===== config.mk =====
export PLATFORM = sky130hd
export DESIGN_NAME = dma_desc_sched
export DESIGN_NICKNAME = d
export VERILOG_FILES = /design/src/rtl/dma_desc_sched.sv
export SDC_FILE = /design/constraint.sdc
export NUM_CORES = 1
export LEC_CHECK = 0
export ABC_AREA = 1
export CORE_MARGIN = 3
export CORE_UTILIZATION = 30
export DETAILED_ROUTE_END_ITERATION = 8
export GPL_TIMING_DRIVEN = 0
export PLACE_DENSITY = 0.59
export SKIP_CTS_REPAIR_TIMING = 1
export SLEW_MARGIN = 20
export SYNTH_ARGS = -nofsm -noshare
export SYNTH_HDL_FRONTEND = slang
export SYNTH_SLANG_ARGS = --single-unit

===== constraint.sdc =====
create_clock -name clk -period 27.9 [get_ports clk]
set_input_delay 2.79 -clock clk [delete_from_list [all_inputs] [get_ports clk]]
set_output_delay 2.79 -clock clk [all_outputs]
set_load 0.01 [all_outputs]

===== src/rtl/dma_desc_sched.sv =====
// Descriptor-chain scheduler: fetches 4-word descriptors over a read master and launches the engine per descriptor.
// Defining DMA_DESC_TIMEOUT_EN adds a read-response watchdog of TIMEOUT_CYC cycles.

module dma_desc_sched #(
  parameter int ADDR_W      = 32,
  parameter int LEN_W       = 24,
  parameter int CNT_W       = 16,
  parameter int TIMEOUT_CYC = 1024
) (
  input  logic              clk,
  input  logic              reset,
  input  logic              go_i,
  input  logic              stop_i,
  input  logic [ADDR_W-1:0] desc_ptr_i,
  output logic [ADDR_W-1:0] m_addr_o,
  output logic              m_rd_o,
  input  logic              m_wait_rq_i,
  input  logic              m_rd_valid_i,
  input  logic [31:0]       m_rd_data_i,
  output logic [ADDR_W-1:0] eng_src_o,
  output logic [ADDR_W-1:0] eng_dst_o,
  output logic [LEN_W-1:0]  eng_len_o,
  output logic              eng_start_o,
  input  logic              eng_done_i,
  output logic              busy_o,
  output logic              done_o,
  output logic              err_o,
  output logic              abort_o,
  output logic [CNT_W-1:0]  desc_cnt_o
);

  // The launch decision is taken as the last word is captured, so there is no separate launch state.
  typedef enum logic [2:0] {
    IDLE    = 3'd0,
    RD_REQ  = 3'd1,
    RD_WAIT = 3'd2,
    XFER    = 3'd3,
    NEXT    = 3'd4
  } state_t;

  state_t            state;
  logic [ADDR_W-1:0] ptr;
  logic [1:0]        idx;
  logic [ADDR_W-1:0] src_w;
  logic [ADDR_W-1:0] dst_w;
  logic [LEN_W-1:0]  len_w;
  logic [27:0]       nxt_w;
  logic              last_w;

`ifdef DMA_DESC_TIMEOUT_EN
  localparam int TMO_W = $clog2(TIMEOUT_CYC + 1);
  logic [TMO_W-1:0] tmo_cnt;
`else
  localparam int unused_timeout_cyc = TIMEOUT_CYC;
`endif

  function automatic logic [ADDR_W-1:0] word_addr(input logic [ADDR_W-1:0] base, input logic [1:0] i);
    return base + ADDR_W'({i, 2'b00});
  endfunction

  // Chain sequencer with registered master, engine and status outputs.
  always_ff @(posedge clk or posedge reset) begin
    if (reset) begin
      state       <= IDLE;
      ptr         <= {ADDR_W{1'b0}};
      idx         <= 2'd0;
      src_w       <= {ADDR_W{1'b0}};
      dst_w       <= {ADDR_W{1'b0}};
      len_w       <= {LEN_W{1'b0}};
      nxt_w       <= 28'd0;
      last_w      <= 1'b0;
      m_addr_o    <= {ADDR_W{1'b0}};
      m_rd_o      <= 1'b0;
      eng_src_o   <= {ADDR_W{1'b0}};
      eng_dst_o   <= {ADDR_W{1'b0}};
      eng_len_o   <= {LEN_W{1'b0}};
      eng_start_o <= 1'b0;
      busy_o      <= 1'b0;
      done_o      <= 1'b0;
      err_o       <= 1'b0;
      abort_o     <= 1'b0;
      desc_cnt_o  <= {CNT_W{1'b0}};
`ifdef DMA_DESC_TIMEOUT_EN
      tmo_cnt     <= {TMO_W{1'b0}};
`endif
    end else begin
      eng_start_o <= 1'b0;
      case (state)
        IDLE: begin
          if (go_i) begin
            if (desc_ptr_i[3:0] == 4'h0) begin
              ptr        <= desc_ptr_i;
              idx        <= 2'd0;
              m_addr_o   <= desc_ptr_i;
              m_rd_o     <= 1'b1;
              busy_o     <= 1'b1;
              done_o     <= 1'b0;
              err_o      <= 1'b0;
              abort_o    <= 1'b0;
              desc_cnt_o <= {CNT_W{1'b0}};
              state      <= RD_REQ;
            end else begin
              err_o <= 1'b1;
            end
          end
        end
        RD_REQ: begin
          // Once the fabric has taken the request, stop is honoured only after its data returns.
          if (!m_wait_rq_i) begin
            m_rd_o <= 1'b0;
            state  <= RD_WAIT;
`ifdef DMA_DESC_TIMEOUT_EN
            tmo_cnt <= {TMO_W{1'b0}};
`endif
          end else if (stop_i) begin
            m_rd_o  <= 1'b0;
            abort_o <= 1'b1;
            busy_o  <= 1'b0;
            state   <= IDLE;
          end
        end
        RD_WAIT: begin
          if (m_rd_valid_i) begin
            case (idx)
              2'd0:    src_w <= ADDR_W'(m_rd_data_i);
              2'd1:    dst_w <= ADDR_W'(m_rd_data_i);
              2'd2:    len_w <= m_rd_data_i[LEN_W-1:0];
              default: begin
                nxt_w  <= m_rd_data_i[31:4];
                last_w <= m_rd_data_i[0];
              end
            endcase
            if (stop_i) begin
              abort_o <= 1'b1;
              busy_o  <= 1'b0;
              state   <= IDLE;
            end else if (idx != 2'd3) begin
              idx      <= idx + 2'd1;
              m_addr_o <= word_addr(ptr, idx + 2'd1);
              m_rd_o   <= 1'b1;
              state    <= RD_REQ;
            end else if (len_w != {LEN_W{1'b0}}) begin
              eng_src_o   <= src_w;
              eng_dst_o   <= dst_w;
              eng_len_o   <= len_w;
              eng_start_o <= 1'b1;
              state       <= XFER;
            end else begin
              state <= NEXT;
            end
          end
`ifdef DMA_DESC_TIMEOUT_EN
          else if (tmo_cnt == TMO_W'(TIMEOUT_CYC - 1)) begin
            err_o  <= 1'b1;
            busy_o <= 1'b0;
            state  <= IDLE;
          end else begin
            tmo_cnt <= tmo_cnt + TMO_W'(1);
          end
`endif
        end
        XFER: begin
          if (eng_done_i) begin
            state <= NEXT;
          end
        end
        NEXT: begin
          if (desc_cnt_o != {CNT_W{1'b1}}) begin
            desc_cnt_o <= desc_cnt_o + CNT_W'(1);
          end
          if (stop_i) begin
            abort_o <= 1'b1;
            busy_o  <= 1'b0;
            state   <= IDLE;
          end else if (last_w || (nxt_w == 28'd0)) begin
            done_o <= 1'b1;
            busy_o <= 1'b0;
            state  <= IDLE;
          end else begin
            ptr      <= ADDR_W'({nxt_w, 4'h0});
            idx      <= 2'd0;
            m_addr_o <= ADDR_W'({nxt_w, 4'h0});
            m_rd_o   <= 1'b1;
            state    <= RD_REQ;
          end
        end
        default: begin
          m_rd_o <= 1'b0;
          busy_o <= 1'b0;
          state  <= IDLE;
        end
      endcase
    end
  end

endmodule

==> impl_results.md <==
* Run status: finished, final reports clean
* Total gr overflow at 0
* Worst hold path class: flip-flop to flip-flop
* Gp weighted congestion at 0.905
* Vias in the first global route at about 12000
* Number of CTS-inserted buffers at 35
* Most common cell after layout, fill and taps aside: nand2_1
* Fin. Hold Viols at 0
* Initial antenna violation count at 0
* Final Skew at 0.0196 ns
* Reg2reg start: idx[0]
* Final critical-path required period at about 4.4 ns
* Fin nets at 2023
* Post-synth cell types at 35
* Setup crit start kind: primary input
* Share of layout cells above drive strength 1 at between 6 and 7%
* Power Density at 81.7 mW/mm2
* H-tree levels at 2
* Post-place instance area at 0.0164 mm2
* Largest net degree at the start of global routing at between 90 and 100
* Final setup viols at 0
* Clk pin slew, worst setup/hold paths at 0.06 ns
* Crit Path Max Fanout at 10
* Post-Syn Area at 0.0135 mm2
* CP Launch Point: m_rd_valid_i
* Worst slew pin tran at 0.730 ns
* Tot GR Track Use at about a fifth
* Sequential area share after synthesis at 55.0%
* Max Slew Vio Count at 0
* Final instance area at 0.0175 mm2
* Design Power at 1.43 mW
* Clock tree buffer depth at 3
* Synthesized area per cell at between 7 and 8 um2
* DR vias/cell at 4.78
* Sink Count at 296
* Post-DP HPWL at 35100 um
* First-pass GRT wire length at ~73000 um
* Total core area at 0.0436 mm2
* VDD IR max at 0.0000372 V
* Antenna diodes at 0
* Synthesized instance count at 1692
* Most frequent cells in the layout: 715 x nand2_1, 296 x dfrtp_1, 212 x clkdlybuf4s50_1, 159 x o21ai_0, 129 x inv_1
* Worst hold margin at 0.468 ns
* Setup_tns at 0 ns
* Starting Density at a little under a third
* Critical Path RT at 28.32 ns
* Worst EP arrival at slightly below 5 ns
* Die width at 218 um
* Critical R2R Capture: m_addr_o[10]
* Post-Syn Nets at 1771
* RSZ-0062 raised after global routing: no
* Antenna Nets Post-Route at 0
* Yosys warns at 0
* Synthesis-to-layout area growth at 30.3%
* Max Cap Viol at 0
* Detailed-route via count at 12209
* FMAX at approximately 230 MHz
* Crit. End Element: flip-flop
* # DRC at 0
* Hold Path Cell Cnt at 2
* IO buf count at about 210
* Crit path kind: primary input to flip-flop
* Tcrit/Tclk final at between 10% and 20%
* WL/cell at roughly 18 um
* Yosys reg bits at 296
* WL final at 46800 um
* R2R Setup Slk at 25.09 ns
* Drt first-iter violations at ~940
* Rows at 76
* Slew headroom at 51.4%
* Reg2reg path depth at 12
* TritonCTS clock tree: done
* Lkg Pwr at around 8.5 nW
* Die Y at 218 um
* Ports at 213
* CTS Root Cell: clkbuf_16
* Worst setup endpoint: src_w[6]
* Later-pin clock latency in the skew report at 0.56 ns
* First drt pass iteration count at 5
* Die area at 0.0474 mm2
## metal layers
| metal | part of all wire [%] | global-route usage, % |
|---|---|---|
| met3 | 6.9 | 3.69 |
| met1 | 45 | 27.5 |
| met2 | 45 | 31.4 |
| met5 | 0 | 0 |
| met4 | 2.8 | 6.72 |
## where the power goes
group	switching, mW	internal, mW
clock network	0.190	0.273
logic	0.251	0.147
registers	0.0615	0.511
total	0.503	0.930
## cell usage after synthesis (all sizes together)
master  count  share of area, %
mux2        1             0.084
o21bai      2              0.11
inv       135               3.8
nand3      87               3.5
nor3b       1             0.093
a31oi       1             0.047
nor2       94               2.8
clkbuf     29              0.81
fa          1              0.15
nand3b      1             0.056
buf        48               1.8
or2         4              0.19
a21oi      10              0.40
nor3        9              0.33
o21a        3              0.17
o22ai       6              0.28
nand4      44               2.0
o21ai     183               6.8
nand2     719                20
and2        1             0.047
o32ai       1             0.065
xor2        9              0.59
dfrtp     296                55
ha          7              0.65
## through the flow
stage	util (%)	worst slack [ns]	cells
2_1_floorplan	-	16.93	1692
3_5_place_dp	37.6	22.91	2492
6_report	40.2	23.50	2553
3_3_place_gp	37.4	13.00	2489
5_1_grt	40.2	23.38	2553
4_1_cts	40.2	23.48	2553
## registers in the layout, summed over array words and instances (netlist names)
name         cells
desc_cnt_o      16
m_addr_o        32
last_w           1
ptr             32
eng_src_o       32
eng_dst_o       32
done_o           1
m_rd_o           1
state            3
nxt_w           28
eng_start_o      1
busy_o           1
idx              2
len_w           24
dst_w           32
abort_o          1
err_o            1
eng_len_o       24
src_w           32
## logic make-up after synthesis
group                      share of synthesized area, %
and+or+nand+nor                                    29.2
DFF                                                55.0
buffers and inverters                              6.42
AOI/OAI and AO/OA                                  7.90
xor gates and xnor gates                          0.586
adders and majority gates                         0.800
muxes                                            0.0837
## worst max-delay path, cell delays in order
cell and delay, ns:
clkdlybuf4s50_1 0.55, inv_1 0.09, nor2_1 0.31, nand2_1 0.43, clkbuf_1 0.40, nand2_1 0.14, o21ai_0 0.08
## how the worst min path moves through the flow
| stage | start | to | slack (ns) |
|---|---|---|---|
| after global routing | dst_w[18] | eng_dst_o[18] | 0.49 |
| final | dst_w[5] | eng_dst_o[5] | 0.47 |
| after CTS | src_w[8] | eng_src_o[8] | 0.47 |
| after global placement | ptr[1] | ptr[1] | 0.45 |
| after floorplan | ptr[0] | ptr[0] | 0.44 |
| after detailed placement | ptr[0] | ptr[0] | 0.46 |
## area by class of cell
class | instances | area (um2)
clock buffer | 48 | 965
inverter | 135 | 514
fill | 4453 | 26100
multi-input combinational | 1184 | 5190
tap | 585 | 732
buffer | 77 | 357
clock inverter | 13 | 174
sequential | 296 | 7410
timing repair buffer | 215 | 2200
Note: power is estimated with default switching activity, not from simulation.
